==> src/rtl/btn_pkg.sv <==
// Shared types and constants for the button event controller.
// Optional auto-repeat logic is enabled with `define BTN_AUTOREPEAT_EN.
package btn_pkg;

   typedef enum logic [1:0] {
      ST_IDLE      = 2'd0,
      ST_HOLD_WAIT = 2'd1,
      ST_REPEAT    = 2'd2
   } btn_fsm_e;

   localparam int unsigned FIFO_DEPTH = 4;
   localparam int unsigned FIFO_PTR_W = $clog2(FIFO_DEPTH);

endpackage

==> src/rtl/btn_channel.sv <==
// One button channel: 2-flop synchronizer, debounce counter, press pulse and,
// with `define BTN_AUTOREPEAT_EN, the hold/auto-repeat FSM.
module btn_channel
   import btn_pkg::*;
#(
   parameter int unsigned DEBOUNCE_CYCLES = 65535,
   parameter int unsigned REPEAT_DELAY    = 25000000,
   parameter int unsigned REPEAT_PERIOD   = 5000000
) (
   input  logic clk,
   input  logic rst,
   input  logic btn_raw,
   output logic level,
   output logic pulse,
   output logic pulse_rep
);

   logic        sync1_q, sync2_q;
   logic        level_q, level_d;
   logic        press_q, press_d;
   logic [31:0] db_cnt_q, db_cnt_d;

   // Counter only advances while the synchronized input disagrees with the level
   always_comb begin
      level_d  = level_q;
      db_cnt_d = '0;
      if (sync2_q != level_q) begin
         if (db_cnt_q == 32'(DEBOUNCE_CYCLES - 1)) begin
            level_d = sync2_q;
         end else begin
            db_cnt_d = db_cnt_q + 32'd1;
         end
      end
      press_d = level_d & ~level_q;
   end

`ifdef BTN_AUTOREPEAT_EN
   btn_fsm_e    st_q, st_d;
   logic [31:0] rp_cnt_q, rp_cnt_d;
   logic        rep_q, rep_d;

   always_comb begin
      st_d     = st_q;
      rp_cnt_d = rp_cnt_q;
      rep_d    = 1'b0;
      if (!level_d) begin
         st_d     = ST_IDLE;
         rp_cnt_d = '0;
      end else begin
         case (st_q)
            ST_IDLE: begin
               if (press_d) begin
                  st_d     = ST_HOLD_WAIT;
                  rp_cnt_d = '0;
               end
            end
            ST_HOLD_WAIT: begin
               if (rp_cnt_q == 32'(REPEAT_DELAY - 1)) begin
                  rep_d    = 1'b1;
                  rp_cnt_d = '0;
                  st_d     = ST_REPEAT;
               end else begin
                  rp_cnt_d = rp_cnt_q + 32'd1;
               end
            end
            ST_REPEAT: begin
               if (rp_cnt_q == 32'(REPEAT_PERIOD - 1)) begin
                  rep_d    = 1'b1;
                  rp_cnt_d = '0;
               end else begin
                  rp_cnt_d = rp_cnt_q + 32'd1;
               end
            end
            default: begin
               st_d     = ST_IDLE;
               rp_cnt_d = '0;
            end
         endcase
      end
   end

   assign pulse     = press_q | rep_q;
   assign pulse_rep = rep_q;
`else
   logic unused_cfg;
   assign unused_cfg = ^{32'(REPEAT_DELAY), 32'(REPEAT_PERIOD)};
   assign pulse      = press_q;
   assign pulse_rep  = 1'b0;
`endif

   always_ff @(posedge clk) begin
      if (rst) begin
         sync1_q  <= 1'b0;
         sync2_q  <= 1'b0;
         level_q  <= 1'b0;
         press_q  <= 1'b0;
         db_cnt_q <= '0;
`ifdef BTN_AUTOREPEAT_EN
         st_q     <= ST_IDLE;
         rp_cnt_q <= '0;
         rep_q    <= 1'b0;
`endif
      end else begin
         sync1_q  <= btn_raw;
         sync2_q  <= sync1_q;
         level_q  <= level_d;
         press_q  <= press_d;
         db_cnt_q <= db_cnt_d;
`ifdef BTN_AUTOREPEAT_EN
         st_q     <= st_d;
         rp_cnt_q <= rp_cnt_d;
         rep_q    <= rep_d;
`endif
      end
   end

   assign level = level_q;

endmodule

==> src/rtl/button_event_ctrl.sv <==
// Multi-button debouncer with per-channel pending bits, priority arbitration
// and a 4-entry show-ahead event FIFO. Auto-repeat via `define BTN_AUTOREPEAT_EN.
module button_event_ctrl
   import btn_pkg::*;
#(
   parameter int unsigned NUM_BTN         = 4,
   parameter int unsigned DEBOUNCE_CYCLES = 65535,
   parameter int unsigned REPEAT_DELAY    = 25000000,
   parameter int unsigned REPEAT_PERIOD   = 5000000
) (
   input  logic                       clk,
   input  logic                       rst,
   input  logic [NUM_BTN-1:0]         button,
   output logic [NUM_BTN-1:0]         button_state,
   output logic                       evt_valid,
   input  logic                       evt_ready,
   output logic [$clog2(NUM_BTN)-1:0] evt_id,
   output logic                       evt_repeat,
   output logic                       overflow
);

   localparam int unsigned IDW = $clog2(NUM_BTN);
   localparam int unsigned EW  = IDW + 1;

   logic [NUM_BTN-1:0] ch_pulse, ch_rep;

   for (genvar gi = 0; gi < NUM_BTN; gi++) begin : g_ch
      btn_channel #(
         .DEBOUNCE_CYCLES (DEBOUNCE_CYCLES),
         .REPEAT_DELAY    (REPEAT_DELAY),
         .REPEAT_PERIOD   (REPEAT_PERIOD)
      ) u_ch (
         .clk       (clk),
         .rst       (rst),
         .btn_raw   (button[gi]),
         .level     (button_state[gi]),
         .pulse     (ch_pulse[gi]),
         .pulse_rep (ch_rep[gi])
      );
   end

   logic [NUM_BTN-1:0]    pend_q, pend_d, pend_rep_q, pend_rep_d;
   logic                  ovf_q, ovf_d;
   logic [EW-1:0]         mem_q [FIFO_DEPTH];
   logic [EW-1:0]         mem_d [FIFO_DEPTH];
   logic [FIFO_PTR_W-1:0] wr_q, wr_d, rd_q, rd_d;
   logic [FIFO_PTR_W:0]   cnt_q, cnt_d;
   logic                  full, push, pop;
   logic                  grant_vld, grant_rep;
   logic [IDW-1:0]        grant_id;
   logic [EW-1:0]         head;

   always_comb begin
      grant_vld = 1'b0;
      grant_id  = '0;
      grant_rep = 1'b0;
      for (int unsigned i = 0; i < NUM_BTN; i++) begin
         if (!grant_vld && pend_q[i]) begin
            grant_vld = 1'b1;
            grant_id  = IDW'(i);
            grant_rep = pend_rep_q[i];
         end
      end
   end

   assign full      = (cnt_q == (FIFO_PTR_W + 1)'(FIFO_DEPTH));
   assign push      = grant_vld & ~full;
   assign evt_valid = (cnt_q != '0);
   assign pop       = evt_valid & evt_ready;

   // A pulse is dropped only if the pending bit stays set after this cycle's push
   always_comb begin
      pend_d     = pend_q;
      pend_rep_d = pend_rep_q;
      ovf_d      = ovf_q;
      if (push) begin
         pend_d[grant_id] = 1'b0;
      end
      for (int unsigned i = 0; i < NUM_BTN; i++) begin
         if (ch_pulse[i]) begin
            if (pend_d[i]) begin
               ovf_d = 1'b1;
            end else begin
               pend_d[i]     = 1'b1;
               pend_rep_d[i] = ch_rep[i];
            end
         end
      end
   end

   always_comb begin
      mem_d = mem_q;
      wr_d  = wr_q;
      rd_d  = rd_q;
      cnt_d = cnt_q;
      if (push) begin
         mem_d[wr_q] = {grant_id, grant_rep};
         wr_d        = wr_q + FIFO_PTR_W'(1);
      end
      if (pop) begin
         rd_d = rd_q + FIFO_PTR_W'(1);
      end
      case ({push, pop})
         2'b10:   cnt_d = cnt_q + (FIFO_PTR_W + 1)'(1);
         2'b01:   cnt_d = cnt_q - (FIFO_PTR_W + 1)'(1);
         default: cnt_d = cnt_q;
      endcase
   end

   always_ff @(posedge clk) begin
      if (rst) begin
         pend_q     <= '0;
         pend_rep_q <= '0;
         ovf_q      <= 1'b0;
         wr_q       <= '0;
         rd_q       <= '0;
         cnt_q      <= '0;
         for (int unsigned i = 0; i < FIFO_DEPTH; i++) begin
            mem_q[i] <= '0;
         end
      end else begin
         pend_q     <= pend_d;
         pend_rep_q <= pend_rep_d;
         ovf_q      <= ovf_d;
         wr_q       <= wr_d;
         rd_q       <= rd_d;
         cnt_q      <= cnt_d;
         mem_q      <= mem_d;
      end
   end

   assign head     = mem_q[rd_q];
   assign evt_id   = head[EW-1:1];
   assign overflow = ovf_q;

`ifdef BTN_AUTOREPEAT_EN
   assign evt_repeat = head[0];
`else
   logic unused_rep;
   assign unused_rep = head[0];
   assign evt_repeat = 1'b0;
`endif

endmodule

==> config.mk <==
export PLATFORM = sky130hd
export DESIGN_NAME = button_event_ctrl
export DESIGN_NICKNAME = d
export VERILOG_FILES = /design/src/rtl/btn_pkg.sv /design/src/rtl/btn_channel.sv /design/src/rtl/button_event_ctrl.sv
export SDC_FILE = /design/constraint.sdc
export NUM_CORES = 1
export LEC_CHECK = 0
export CORE_ASPECT_RATIO = 1.4
export CORE_MARGIN = 4
export CORE_UTILIZATION = 30
export DETAILED_ROUTE_END_ITERATION = 7
export PLACE_DENSITY_LB_ADDON = 0.1
export SETUP_SLACK_MARGIN = 0.3
export SLEW_MARGIN = 20
export SYNTH_ARGS = -nofsm -noshare
export SYNTH_HDL_FRONTEND = slang
export SYNTH_SLANG_ARGS = --single-unit
==> constraint.sdc <==
create_clock -name clk -period 6.75 [get_ports clk]
set_clock_uncertainty 0.05 [all_clocks]
set_input_delay 1.35 -clock clk [delete_from_list [all_inputs] [get_ports clk]]
set_output_delay 1.35 -clock clk [all_outputs]
set_load 0.01 [all_outputs]
* Word level (Yosys, flattened, before mapping)
Cells that the tools add are included.
** Cells by class
- Add/sub/neg operators :: 8
- Order comparisons :: 5
- Equal/unequal tests :: 11
- Multiplexer cells :: 37
- Bitwise logic cells :: 19
- Reduce and logical (&&, ||, !) cells :: 14
** Operator list (count)
- 32-bit by 1-bit adder with 32-bit output, second input constant :: 4
- 32-bit by 16-bit equality test with 1-bit output, second input constant :: 4
- 1-bit 2-to-1 mux :: 26
- 12-bit bitwise mux :: 1
- 3-bit OR reduction :: 4
- 3-bit 2-to-1 mux :: 3
- 1-bit NOT :: 9
- 1-bit AND :: 6
- 3-bit binary-select mux with 2-bit select :: 1
- 3-bit demux with 2-bit select :: 1
- 3-bit >= comparator, second input constant :: 2
- 2-bit NOT with 3-bit output :: 2
- 3-bit case mux with 2 select lines :: 1
- 1-bit logical AND :: 5
- 2-bit by 1-bit adder with 2-bit output, second input constant :: 2
- 4-bit AND :: 1
- 2-bit 2-to-1 mux :: 2
- 4-bit 2-to-1 mux :: 1
- 1-bit inequality test :: 4
- 4-bit NOT :: 1
- 3-bit by 1-bit adder with 3-bit output, second input constant :: 1
- 3-bit equality test, second input constant :: 1
- 1-bit logical NOT :: 3
- 2-bit by 3-bit less-than comparator with 1-bit output, second input constant :: 1
- other kinds (8) :: 8
** Storage, ports and cells
- Register bits :: 168
- Input port bits :: 7
- Output and inout bits :: 9
- Word-level logic and storage cells :: 123

* Longest topological paths before layout
Gate-level depths: netlist of the first run.
- Depth in word-level cells :: 25
- Depth in mapped cells :: 10
- Depth with buffers taken out :: 9

* Cells and area by module
A second synthesis of the first run with hierarchy kept.
** Second synthesis, totals
- Cells, all modules :: 895
- Area total of the unflattened synthesis :: 8177.8 µm²
** Modules (own cells, without submodules)
- btn_channel :: times used 4, cells each 198, area each 1804.2 µm², seq. area each 720.7 µm²
- button_event_ctrl :: times used 1, cells each 103, area each 960.9 µm², seq. area each 400.4 µm²

* Worst setup path after synthesis of the first run
No wires, ideal clock.
- Kind :: input-to-reg
- Start :: in evt_ready
- End :: reg cnt_q[2]
- Library setup time :: 0.071 ns
- Arrival time :: 2.662 ns
- Required time :: 6.629 ns
- Setup slack :: 3.967 ns
- Stages :: 7
- Path buffers :: 0
- Cells stage by stage :: and2_1 -> ha_1 -> inv_1 -> fa_1 -> xor2_1 -> or3_1 -> a21oi_1
** On the way
- Longest elaborated chain between the ends :: 3
- Elaborated cells between the ends (all ways) :: 5
- Classes of those cells :: eq/ne (2); mux (1); bitwise (1); reduce/logical (1)
** Ends and longest elaborated chain
- start, declared :: RTL line button_event_ctrl.sv:16 : input logic evt_ready,
- 1-bit AND * :: RTL line button_event_ctrl.sv:69 : assign pop = evt_valid & evt_ready;
- 2-bit by 1-bit equality test with 1-bit output or 2-bit equality test (tied branches) :: RTL line button_event_ctrl.sv:103 : case ({push, pop})
- 3-bit case mux with 2 select lines or 2-bit nonzero test (tied branches)
- end signal, assigned :: RTL line button_event_ctrl.sv:127 : cnt_q <= cnt_d;
- end, declared :: RTL line button_event_ctrl.sv:47 : logic [FIFO_PTR_W:0] cnt_q, cnt_d;
Mark *: on every way between the ends. The rest lies on a longest branch, timed or not.
A chain may end at the register's enable or synchronous reset.

* Worst setup path in the final report of the first run
- Start :: reg rd_q[0]
- End :: out evt_id[1]
** On the way
- Longest elaborated chain between the ends :: 4
** Ends and longest elaborated chain
- start, declared :: RTL line button_event_ctrl.sv:46 : logic [FIFO_PTR_W-1:0] wr_q, wr_d, rd_q, rd_d;
- start signal, assigned :: RTL line button_event_ctrl.sv:126 : rd_q <= rd_d;
- 2-bit NOT with 3-bit output (not written as such) :: RTL line button_event_ctrl.sv:132 : assign head = mem_q[rd_q];
- 3-bit binary-select mux with 2-bit select :: RTL line button_event_ctrl.sv:132
- 3-bit 2-to-1 mux (not written as such) (2 in a row) :: RTL line button_event_ctrl.sv:132
- end, declared :: RTL line button_event_ctrl.sv:17 : output logic [$clog2(NUM_BTN)-1:0] evt_id,
Every way passes these cells. The select of a mux whose other input is x is not followed.

==> results of run 1 <==
[cells in the mapped netlist (all sizes together)]
cell    count
and2        5
a41oi       1
or4         2
fa          1
dfxtp     164
o31ai       1
a21oi      20
nor3       16
nor4b       1
o211a       1
nor2b       8
mux2i       4
xor2       74
a22o        2
nor3b       4
o21ai       7
xnor2      52
nand3b      1
and3       23
nand2      55
inv        19
conb        1
nand4b      2
nand4      43
and4       12
nor4       34
nor4bb      1
or3         8
clkbuf     12
nand2b      2
buf        22
ha         13
nor2      168
mux4        2
nand3      66
[per-stage QoR]
step	hold slack (ps)	setup slack [ps]	area (um2)	total power [mW]
final	392	3490	8440	2.02
after global routing	408	3430	8440	2.09
after CTS	397	3460	8420	2.06
after detailed placement	380	3420	7790	1.01
after global placement	370	3440	7790	1.01
after floorplan	364	3970	7420	1.01
[worst max-delay path, cell delays in order (launching register included)]
cell and delay, ps:
sky130_fd_sc_hd__dfxtp_1 420, sky130_fd_sc_hd__mux4_2 520, sky130_fd_sc_hd__clkdlybuf4s50_1 490
[power groups by stage]
stage          clock [mW]  sequential, mW  combinational, mW
2_1_floorplan           0           0.994             0.0141
3_3_place_gp            0           0.994             0.0198
3_5_place_dp            0           0.994             0.0199
4_1_cts              1.06           0.972             0.0199
5_1_grt              1.10           0.972             0.0216
6_report             1.03           0.972             0.0192
[worst paths after layout]
| path | startpoint | endpoint | slack [ps] | cells after the start |
|---|---|---|---|---|
| setup / recovery | rd_q[0]$_SDFFE_PP0P_ | evt_id[1] | 3490 | 2 |
| hold / removal | g_ch[1].u_ch.sync1_q$_SDFF_PP0_ | g_ch[1].u_ch.sync2_q$_SDFF_PP0_ | 390 | 1 |
| setup reg to reg | cnt_q[2]$_SDFFE_PP0P_ | cnt_q[2]$_SDFFE_PP0P_ | 4010 | 10 |
| hold reg to reg | g_ch[1].u_ch.sync1_q$_SDFF_PP0_ | g_ch[1].u_ch.sync2_q$_SDFF_PP0_ | 390 | 1 |
[kinds of logic after synthesis]
| logic type | synth area share [%] |
|---|---|
| other | 0.0505 |
| flip-flops | 44.2 |
| AND/OR/NAND/NOR | 31.3 |
| multiplexers | 1.15 |
| AO/OA/AOI/OAI | 2.41 |
| adder cells (fa/ha/maj) | 2.46 |
| buffers and inverters | 3.49 |
| XOR/XNOR | 14.9 |
[area by class of cell]
cell class | instances | area share [%]
clock buffers | 21 | 5.69
clock inverters | 11 | 1.76
inverters | 19 | 0.845
multi-input cells | 630 | 46.2
flip-flops and latches | 164 | 38.9
well taps | 310 | 4.60
repair buffers | 19 | 2.05
[metal layers]
| metal | global-route usage, % | vias up | wire length (um) |
|---|---|---|---|
| li1 | - | 2892 | - |
| met1 | 13.9 | 2571 | 7200 |
| met2 | 20.6 | 49 | 7860 |
| met3 | 2.94 | 13 | 360 |
| met4 | 4.20 | 0 | 189 |
| met5 | 0 | - | 0 |
[flip-flops by register name, indices dropped and copies added (netlist names), 2 cells and up]
| register | count |
|---|---|
| g_ch.u_ch.db_cnt_q | 128 |
| wr_q | 2 |
| mem_q | 8 |
| g_ch.u_ch.sync2_q | 4 |
| pend_q | 4 |
| g_ch.u_ch.sync1_q | 4 |
| cnt_q | 3 |
| g_ch.u_ch.pulse | 4 |
| g_ch.u_ch.level | 4 |
| rd_q | 2 |
==> qor.log, run 1 <==
[run_status] outcome finished clean
[sta] period utilization 48.3%
[global_routing] wire length of the first global-routing pass 26.7 mm
[route] Post-route DRC 0
[final_layout] Finished Layout Cells 1174
[floorplan] floorplan die height 194 um
[clocking] number of buffers inserted by post-CTS setup repair 0
[placed_design] number of I/O port buffers 14
[global_routing] All-Layer GR Usage 11.8%
[route] DR vias 5525
[floorplan] Placement Rows 67
[route] remaining antenna violation count after routing 0
[power] power spent charging and discharging nets 419 uW
[logic_synthesis] count of yosys warnings during synthesis 0
[sta] final setup violating endpoints 0
[sta] number of hold-slack violations in the final timing report 0
[sta] Max transition margin 37.4%
[logic_synthesis] Synth top area share 44.2%
[worst_hold_path] min-delay worst type flop to flop
[global_routing] global route overflow 0
[clocking] maximum buffer depth of the clock tree 2
[worst_setup_path] type of origin of the critical path flop
[floorplan] effective utilization at floorplan 30.7%
[sta] accumulated negative setup slack 0 ps
[final_layout] area of the multi-input gates 3890 um2
[final_layout] commonest non-fill, non-tap cell in the layout sky130_fd_sc_hd__nor2_1
[worst_setup_path] crit-path max FO 4
[logic_synthesis] number of different library cells in the post-synthesis netlist 47
[power] proportion of total power due to net switching 20.8%
[worst_setup_path] arrival time at the worst endpoint 1860 ps
[power] Sequential Power Share 48.2%
[route] Pre-Repair DR Iteration Count 4
[power] Comb pwr share 0.9%
[logic_synthesis] main area contributors after synthesis sky130_fd_sc_hd__dfxtp_1 44%, sky130_fd_sc_hd__xor2_1 8.7%, sky130_fd_sc_hd__nor2_1 8.5%
[final_layout] fraction of layout cells with a size suffix above 1 6.48%
[final_layout] area used by sequential logic in the layout 3280 um2
[clocking] TritonCTS clock tree yes
[logic_synthesis] sequential fraction of the synthesis area 44.2%
[logic_synthesis] Syn Nets 868
[sta] worst slew pin tran 936 ps
[global_routing] number of antenna violations at the first check in global routing 0
[clocking] htree depth 4
[power] clock power share 50.9%
[final_layout] most frequent cells in the layout 168 x sky130_fd_sc_hd__nor2_1, 164 x sky130_fd_sc_hd__dfxtp_1, 74 x sky130_fd_sc_hd__xor2_1, 64 x sky130_fd_sc_hd__nand3_1, 53 x sky130_fd_sc_hd__nand2_1
[clocking] clk slew on worst S/H paths 60 ps
[floorplan] DIE AREA 27300 um2
[clocking] sinks on the clock net 164
[final_layout] net count reported at finish 872
[final_layout] final standard cell utilization of the core 35.0%
[clocking] number of resized instances in the post-cts repair step 0
[global_routing] number of global-route vias before repair 5448
[logic_synthesis] number of synthesized register bits 164
[final_layout] number of fillers in the final layout 2569
[route] vias per inst 4.71
[worst_setup_path] path type of the worst setup path flop to output port
[power] maximum ir drop on the vdd rail 0.000171 V
[logic_synthesis] synthesized area per cell 8.76 um2
[power] power density normalized to cell area 239 nW/um2
[power] static leakage 2.68 nW
[placed_design] cell count after placement 1142
[sta] post-layout minimum cycle time 3260 ps
[sta] maximum operating frequency 0.307 GHz
[logic_synthesis] mapped cell area 7420 um2
[logic_synthesis] synthesized instance count 847
[route] total length of routed wires 15.6 mm
[sta] Final Max Slew Viols 0
[floorplan] Placeable Area 24100 um2
[clocking] number of buffers created by CTS 17
[clocking] clock tree root buffer cell sky130_fd_sc_hd__clkbuf_16
[logic_synthesis] cell taking the most area after synthesis sky130_fd_sc_hd__dfxtp_1
[floorplan] number of top-level pins 16
[power] internal power 1.60 mW
[clocking] source-to-sink clock delay at the later pin of the worst-skew pair 420 ps
[sta] unrepaired setup endpoints after global routing false
[worst_setup_path] worst endpoint required time 5350 ps
[placed_design] routability cong. 0.718
[final_layout] layout-stage area growth over the synthesis result 13.7%
[global_routing] largest net degree at the start of global routing 42
[floorplan] die width 141 um
[final_layout] n_diodes 0
[placed_design] HPWL after detailed placement 10.7 mm
[job] max-cap violation count 0
[worst_setup_path] kind of end point of the critical path output port
[clocking] hold buffers post-CTS 0
[route] average detailed-routed wire length per instance 13.3 um
[route] DRC marker count from the first detailed-route iteration 303
No activity file was read; power rests on OpenSTA's default activity.
==> run 2, diff against run 1 <==
==> constraint.sdc (replaced) <==
create_clock -name clk -period 3.3 [get_ports clk]
set_clock_uncertainty 0.05 [all_clocks]
set_input_delay 0.66 -clock clk [delete_from_list [all_inputs] [get_ports clk]]
set_output_delay 0.66 -clock clk [all_outputs]
set_load 0.01 [all_outputs]
==> qor.log, run 2 (synthesis gave the netlist of run 1 again) <==
[final_layout] number of fillers in the final layout 2540 [-1.1%]
[sta] Max transition margin 49.3% [+12 points]
[power] power spent charging and discharging nets 856 uW [+100%]
[worst_setup_path] Worst path slowest cell sky130_fd_sc_hd__mux4_2
[floorplan] Placeable Area 24100 um2 [unchanged]
[clocking] sinks on the clock net 164 [unchanged]
[route] vias per inst 4.70 [-0.23%]
[power] maximum ir drop on the vdd rail 0.000338 V [+97%]
[power] static leakage 2.73 nW [+1.6%]
[placed_design] routability cong. 0.716 [-0.24%]
[worst_setup_path] arrival time at the worst endpoint 1860 ps [about the same]
[sta] Min Hold Slack 400 ps [+7.10 ps]
[job] max-cap violation count 0 [unchanged]
[worst_setup_path] Largest stage delay, worst path 520 ps [about the same]
[route] remaining antenna violation count after routing 0 [unchanged]
[power] internal power 3.52 mW [+120%]
[sta] maximum operating frequency 0.389 GHz
[floorplan] effective utilization at floorplan 30.7% [unchanged]
[route] total length of routed wires 15.3 mm [-2.2%]
[run_status] outcome finished clean
[floorplan] number of top-level pins 16 [unchanged]
[floorplan] die width 141 um [unchanged]
[sta] Final Max Slew Viols 0 [unchanged]
[placed_design] cell count after placement 1147 [+0.44%]
[sta] minimum setup slack in the final design 726 ps [-2770 ps]
[global_routing] wire length of the first global-routing pass 27.2 mm [+1.9%]
[placed_design] number of I/O port buffers 14 [unchanged]
[clocking] hold buffers post-CTS 0 [unchanged]
[worst_setup_path] type of origin of the critical path flop
[sta] worst slew pin tran 755 ps [-182 ps]
[route] uppermost layer routed met4
[power] proportion of total power due to net switching 19.6% [-1.2 points]
[worst_setup_path] worst endpoint required time 2590 ps [-2760 ps]
[global_routing] largest net degree at the start of global routing 33 [-21%]
[clocking] number of buffers created by CTS 17 [unchanged]
[worst_setup_path] crit-path max FO 4 [unchanged]
[worst_setup_path] number of buffer and inverter stages on the critical path 1 [unchanged]
[floorplan] floorplan die height 194 um [unchanged]
[placed_design] placed cell areas 7830 um2 [+0.45%]
[final_layout] final standard cell utilization of the core 35.3% [+0.36 points]
[sta] period utilization 78.0%
[route] Routed met1 length 7.03 mm [-2.4%]
[route] Post-route DRC 0 [unchanged]
[placed_design] HPWL after detailed placement 10.6 mm [-0.42%]
[power] sum of internal, switching and leakage power 4.37 mW [+120%]
[route] DR vias 5536 [+0.20%]
[worst_hold_path] min-delay worst type flop to flop
[floorplan] DIE AREA 27300 um2 [unchanged]
[power] clock power share 53.6% [+2.7 points]
[clocking] number of buffers inserted by post-CTS setup repair 0 [unchanged]
[worst_setup_path] path type of the worst setup path flop to output port
[worst_setup_path] cells traversed along the worst timing path mux4_2 > clkdlybuf4s50_1
[clocking] maximum buffer depth of the clock tree 2 [unchanged]
[final_layout] final instance area 8530 um2 [+1.0%]
[route] Routed met2 length 7.57 mm [-3.7%]
[clocking] number of resized instances in the post-cts repair step 0 [unchanged]
[final_layout] most frequent cells in the layout 168 x sky130_fd_sc_hd__nor2_1, 164 x sky130_fd_sc_hd__dfxtp_1, 74 x sky130_fd_sc_hd__xor2_1, 64 x sky130_fd_sc_hd__nand3_1, 54 x sky130_fd_sc_hd__nand2_1
[global_routing] global route overflow 0 [unchanged]
[final_layout] Most flops, register g_ch.u_ch.db_cnt_q
[sta] number of hold-slack violations in the final timing report 0 [unchanged]
[clocking] source-to-sink clock delay at the later pin of the worst-skew pair 430 ps [about the same]
[clocking] htree depth 4 [unchanged]
[power] power density normalized to cell area 513 nW/um2 [+110%]
[global_routing] All-Layer GR Usage 11.9% [+0.11 points]
[sta] unrepaired setup endpoints after global routing false
[sta] post-layout minimum cycle time 2570 ps
[final_layout] fraction of layout cells with a size suffix above 1 6.67% [+0.19 points]
[route] average detailed-routed wire length per instance 12.9 um [-2.7%]
[final_layout] commonest non-fill, non-tap cell in the layout sky130_fd_sc_hd__nor2_1
[floorplan] Placement Rows 67 [unchanged]
[worst_setup_path] kind of end point of the critical path output port
[placed_design] DP Worst Slack 656 ps [-2760 ps]
[power] Sequential Power Share 45.5% [-2.7 points]
[route] Pre-Repair DR Iteration Count 4 [unchanged]
[sta] accumulated negative setup slack 0 ps [unchanged]
[clocking] clock tree root buffer cell sky130_fd_sc_hd__clkbuf_16
[final_layout] net count reported at finish 877 [+0.57%]
[final_layout] largest registers g_ch.u_ch.db_cnt_q (128), mem_q (8)
[global_routing] number of antenna violations at the first check in global routing 0 [unchanged]
[route] DRC marker count from the first detailed-route iteration 205 [-32%]
[sta] final setup violating endpoints 0 [unchanged]
[route] routed wire length on met3 386 um [+7.2%]
[global_routing] number of global-route vias before repair 5632 [+3.4%]
[final_layout] Largest register FFs 128 [unchanged]
[worst_setup_path] crit-path leading delay family multiplexers
[final_layout] n_diodes 0 [unchanged]
[power] Comb pwr share 0.9% [about the same]
[clocking] clk slew on worst S/H paths 70 ps [about the same]
[final_layout] Finished Layout Cells 1179 [+0.43%]
[clocking] TritonCTS clock tree yes
[final_layout] layout-stage area growth over the synthesis result 14.9%
## run 2: layout make-up
cell class	count	area [um2]	area share [%]
Timing Repair Buffer	24	210	2.47
Tap cell	310	388	4.55
Clock buffer	19	443	5.19
Sequential cell	164	3280	38.5
Clock inverter	13	254	2.98
Multi-Input combinational cell	630	3880	45.5
Inverter	19	71.3	0.836
## run 2: layer usage
metal | vias up | track usage [%]
li1 | 2898 | -
met5 | - | 0
met4 | 0 | 4.24
met3 | 19 | 2.89
met1 | 2571 | 14.4
met2 | 48 | 20.4
## run 2: final timing paths
check	start	endpoint	slack, ps	depth (start not counted)
setup / recovery	rd_q[0]$_SDFFE_PP0P_	evt_id[1]	730	2
hold / removal	g_ch[0].u_ch.sync1_q$_SDFF_PP0_	g_ch[0].u_ch.sync2_q$_SDFF_PP0_	400	1
setup reg to reg	cnt_q[2]$_SDFFE_PP0P_	cnt_q[2]$_SDFFE_PP0P_	890	11
hold reg to reg	g_ch[0].u_ch.sync1_q$_SDFF_PP0_	g_ch[0].u_ch.sync2_q$_SDFF_PP0_	400	1
## run 2: worst reg2reg max path, cell delays in order, from the launching register on
cell	delay, ps
sky130_fd_sc_hd__dfxtp_1	350
sky130_fd_sc_hd__nor3b_1	230
sky130_fd_sc_hd__buf_4	190
sky130_fd_sc_hd__a21oi_1	40
sky130_fd_sc_hd__buf_4	190
sky130_fd_sc_hd__inv_1	70
sky130_fd_sc_hd__ha_1	170
sky130_fd_sc_hd__inv_1	60
sky130_fd_sc_hd__fa_1	380
sky130_fd_sc_hd__xor2_1	160
sky130_fd_sc_hd__or3_1	310
sky130_fd_sc_hd__a21oi_1	150
## run 2: power groups by stage
stage                     clock network (mW)  registers, mW  logic (mW)
after global routing                    2.49           1.99      0.0452
after floorplan                            0           2.03      0.0289
after detailed placement                   0           2.03      0.0414
after CTS                               2.42           1.99      0.0414
final                                   2.34           1.99      0.0393
after global placement                     0           2.03      0.0422
